[src/rtl/pool_act_engine.sv]
// pool_act_engine: per-lane windowed max/average/bypass reduction with optional ReLU
// over a valid/ready stream, one registered D-lane result per window.
module pool_act_engine #(
  parameter int depth = 3,
  parameter int W = 16,
  parameter int MAXWL = 3,
  parameter int CW = 2
) (
  input  logic                      CLK,
  input  logic                      RST,
  input  logic [1:0]                cfgMode,
  input  logic [CW-1:0]             cfgWinLog,
  input  logic                      cfgRelu,
  input  logic                      inValid,
  output logic                      inReady,
  input  logic [W*(1<<depth)-1:0]   inData,
  input  logic                      inLast,
  output logic                      outValid,
  input  logic                      outReady,
  output logic [W*(1<<depth)-1:0]   outData,
  output logic                      outPartial,
  output logic                      busy
);
  localparam int D = 1 << depth;
  localparam int AW = W + MAXWL;
  localparam logic signed [AW-1:0] HI = AW'((1 << (W - 1)) - 1);
  localparam logic signed [AW-1:0] LO = ~HI;
  logic [MAXWL-1:0] cnt, nm1;
  logic [1:0] sh_mode, mode;
  logic [CW-1:0] sh_wl, wl, wl_in;
  logic sh_relu, relu, first, take, close, partial, avg;
  logic [W*D-1:0] res;
  assign inReady = !outValid || outReady;
  assign take = inValid && inReady;
  assign first = cnt == '0;
  assign busy = !first;
  assign wl_in = cfgWinLog > CW'(MAXWL) ? CW'(MAXWL) : cfgWinLog;
  // the first beat of a window sees the live config, later beats the shadow
  assign mode = first ? cfgMode : sh_mode;
  assign wl = first ? wl_in : sh_wl;
  assign relu = first ? cfgRelu : sh_relu;
  assign avg = mode == 2'b10;
  assign nm1 = mode == 2'b00 ? '0 : MAXWL'((1 << wl) - 1);
  assign close = cnt == nm1 || inLast;
  assign partial = inLast && cnt != nm1;
  for (genvar i = 0; i < D; i++) begin : g_lane
    logic signed [AW-1:0] acc, x, nxt, rnd, r;
    logic [W-1:0] q;
    assign x = {{MAXWL{inData[W*i+W-1]}}, inData[W*i +: W]};
    always_comb begin
      nxt = (first || mode == 2'b00) ? x : avg ? acc + x : (x > acc ? x : acc);
      rnd = wl == '0 ? '0 : AW'(1) << (wl - 1'b1);
      r = avg ? (nxt + rnd) >>> wl : nxt;
      q = r > HI ? HI[W-1:0] : r < LO ? LO[W-1:0] : r[W-1:0];
    end
    assign res[W*i +: W] = (relu && q[W-1]) ? '0 : q;
    always_ff @(posedge CLK or posedge RST)
      if (RST) acc <= '0;
      else if (take) acc <= nxt;
  end
  always_ff @(posedge CLK or posedge RST)
    if (RST) begin
      cnt <= '0;
      sh_mode <= '0;
      sh_wl <= '0;
      sh_relu <= 1'b0;
      outValid <= 1'b0;
      outData <= '0;
      outPartial <= 1'b0;
    end else begin
      if (take && first) begin
        sh_mode <= cfgMode;
        sh_wl <= wl_in;
        sh_relu <= cfgRelu;
      end
      if (take) cnt <= close ? '0 : cnt + 1'b1;
      if (take && close) begin
        outValid <= 1'b1;
        outData <= res;
        outPartial <= partial;
      end else if (outReady) outValid <= 1'b0;
    end
endmodule

[config.mk]
export PLATFORM = sky130hd
export DESIGN_NAME = pool_act_engine
export DESIGN_NICKNAME = d
export VERILOG_FILES = /design/src/rtl/pool_act_engine.sv
export SDC_FILE = /design/constraint.sdc
export NUM_CORES = 2
export LEC_CHECK = 0
export ABC_AREA = 1
export CAP_MARGIN = 0
export CORE_UTILIZATION = 37
export DETAILED_ROUTE_END_ITERATION = 12
export GPL_TIMING_DRIVEN = 0
export HOLD_SLACK_MARGIN = 0.1
export PLACE_DENSITY = 0.64
export SYNTH_ARGS = -nofsm -noshare
export SYNTH_HDL_FRONTEND = slang
export SYNTH_SLANG_ARGS = --single-unit
[constraint.sdc]
create_clock -name CLK -period 11.8 [get_ports CLK]
set_input_delay 2.36 -clock CLK [delete_from_list [all_inputs] [get_ports CLK]]
set_output_delay 2.36 -clock CLK [all_outputs]
set_load 0.02 [all_outputs]
==> flow_metrics.env <==
export IMPL_status="complete, no violations"
export IMPL_track_usage_pct=39.7
export IMPL_relSlewSlack_pct=7.20
export IMPL_dpl_instance_area_um2=42600
export IMPL_drtIter0Drc=4929
export IMPL_rsz0062_at_grt="false"
export IMPL_skew_ns=0.0169
export IMPL_drt_wl_total_um=212000
export IMPL_crit_top_cell="nand2_1"
export IMPL_io_pins=270
export IMPL_max_freq_mhz=90.7
export IMPL_ctsRootBufferMaster="clkbuf_16"
export IMPL_synth_edf_count=0
export IMPL_ant_nets=0
export IMPL_areaGrowthSynthToFinish_pct=15.8
export IMPL_synth_compound_area_share_pct=16.1
export IMPL_drv_slew=0
export IMPL_die_area_um2=104000
export IMPL_synth_top_family_by_area="simple AND/OR/NAND/NOR gates"
export IMPL_maxCapViolCount=0
export IMPL_grt_ovfl_total=0
export IMPL_synth_area_leaders="nand2_1 (20%), dfrtp_1 (19%), ha_1 (11%)"
export IMPL_reg2reg_slack_ns=1.99
export IMPL_finalHoldViolations=0
export IMPL_drc=0
export IMPL_cts_tree="done"
export IMPL_num_vias=46600
export IMPL_place_hpwl_um=165000
export IMPL_gp_congestion=1.05
export IMPL_crit_end="outData[19]"
export IMPL_seq_area_frac_synth_pct=19.1
export IMPL_async_flop_share_pct=100
export IMPL_whs_path_depth=2
export IMPL_yosysTopAreaCell="nand2_1"
export IMPL_synthAdderAreaFrac_pct=11.6
export IMPL_required_ns=12.30
export IMPL_grt_start_max_net_pins=121
export IMPL_std_cell_rows=117
export IMPL_h_tree_depth=2
export IMPL_cp_max_fo=11
export IMPL_grt_pass1_wl_um=298000
export IMPL_drive_gt1_share_pct=5.24
export IMPL_cp_slowest_cell="clkbuf_1"
export IMPL_cp_end_kind="flip-flop"
export IMPL_die_w_um=323
export IMPL_setup_viol=0
export IMPL_synthMuxAreaShare_pct=0.358
export IMPL_synth_warning_count=0
export IMPL_routedWlPerCell_um=25.9
export IMPL_timing_rr_end="outData[19]"
export IMPL_core_area_um2=102000
export IMPL_insertion_delay_ns=0.63
export IMPL_crit_path_max_incr_delay_ns=1.03
export IMPL_viasPerCell=5.71
export IMPL_ys_seq_elements=290
export IMPL_yosys_area_share_simple_pct=38.5
export IMPL_arrival_ns=11.52
export IMPL_reg2reg_depth=36
export IMPL_yosys_area_share_xor_xnor_pct=2.53
export IMPL_dieHeight_um=323
export IMPL_fin_crit_sh_pct=93.4
export IMPL_crit_start="cfgMode[0]"
export IMPL_synthDistinctLibCells=65
export IMPL_grt_antenna_before_repair=17
export IMPL_postCtsSetupRepairBufs=0
export IMPL_synth_top_area_share_pct=20.3
export IMPL_avgSynthCellArea_um2=5.91
export IMPL_cts_resized_gates=0
export IMPL_cts_max_path_buffers=3
export IMPL_ys_flop_type="dfrtp_1"
export IMPL_initial_utilization_pct=37.4
export IMPL_reg2reg_from="cnt[0]"
export IMPL_synth_cells=6446
export IMPL_postLayoutCellArea_um2=44100
export IMPL_fin_crit_ns=11.02
export IMPL_syn_cell_area_um2=38100
export IMPL_final_net_count=7251
export IMPL_cts_buffers=40
export IMPL_critPathLaunchType="input pin"
export IMPL_drt_first_pass_iters=7
export IMPL_tightest_slew_ns=1.38
export IMPL_io_buffer_count=269
export IMPL_grt_pass1_vias=44300
export IMPL_worstSetupPathType="input pin to flip-flop"
export IMPL_min_path_type="flip-flop to flip-flop"
export IMPL_postCtsHoldBufs=0
export IMPL_clkSinkCount=290
export IMPL_clkTransAtPathRegs_ns=0.06
[critical path: cells and delay by family]
kind | cells | cell delay [ns]
buffers and inverters | 11 | 5.04
AO/OA/AOI/OAI | 4 | 1.04
AND/OR/NAND/NOR | 15 | 2.37
adder cells (fa/ha/maj) | 2 | 0.67
[worst min path at each step]
stage	end	slack, ns	from
6_report	outData[100]	0.48	outData[100]
5_1_grt	outData[124]	0.50	outData[124]
4_1_cts	outData[7]	0.48	outData[7]
3_5_place_dp	outData[7]	0.46	outData[7]
3_3_place_gp	outPartial	0.46	outPartial
2_1_floorplan	g_lane[0].acc[18]	0.45	g_lane[0].acc[18]
[cells in the final DEF, fill, tap and decap left out, types with 29 or more instances in the layout]
cell                n
clkdlybuf4s50_1   269
o21ai_0           457
o21ai_1            46
o211ai_1           29
nor3_1             43
buf_2              79
nand2_1          2059
o221ai_1           37
ha_1              330
inv_1             819
xnor2_1            29
clkbuf_16          41
nor2_1            491
clkbuf_1          108
nand3_1           676
inv_2              36
a21oi_1           338
o22ai_1            33
nand4_1            78
xor2_1             81
dfrtp_1           290
[logic make-up after synthesis]
| family | Yosys count |
|---|---|
| flip-flops | 290 |
| AO/OA/AOI/OAI | 1084 |
| XOR/XNOR | 110 |
| buffers and inverters | 1114 |
| multiplexers | 13 |
| adder cells (fa/ha/maj) | 345 |
| other | 1 |
| AND/OR/NAND/NOR | 3489 |
[flip-flops by register name, indices dropped and copies added (netlist names)]
register	flops
cnt	3
outValid	1
sh_wl	2
sh_relu	1
outData	128
g_lane.acc	152
sh_mode	2
outPartial	1
[synthesized netlist by cell type (all sizes together), types with 33 or more instances]
cell type / n
nor2: 510
ha: 330
inv: 856
o21ai: 518
nand4: 78
nand2: 2087
dfrtp: 290
a21oi: 347
xor2: 81
clkbuf: 105
nor3: 51
o221ai: 37
nand3: 685
o22ai: 33
buf: 149
[final cells by class]
cell class              instances  area (um2)
diodes                          8        20.0
well taps                    1368        1710
fillers                     11300       57800
inverters                     860        3240
repair buffers                273        2780
clock inverters                19         319
flip-flops and latches        290        7260
clock buffers                  53        1140
multi-input cells            5049       26400
plain buffers                 254        1270
[metal layers]
layer  up-vias  share of wire, %  track usage (%)
met4        10               9.0             30.8
met3       706               8.4             7.40
met2      2332                45             64.9
met1     22000                38             45.7
li1      21500                 -                -
met5         -             0.036                0
[through the flow]
step                setup TNS, ns  cells  utilization [%]  worst slack [ns]  hold slack (ns)
floorplan                       0   6453                -              1.43            0.453
global placement         -1040.99   8090             41.7             -3.67            0.460
detailed placement              0   8094             41.8             0.679            0.464
CTS                             0   8166             43.3              1.32            0.480
global route                    0   8167             43.3             0.905            0.497
finish                          0   8174             43.3             0.780            0.478
Power is left out: the tool's default activity adds up to more than one toggle a clock period on the data nets, which glitch-free logic cannot reach.
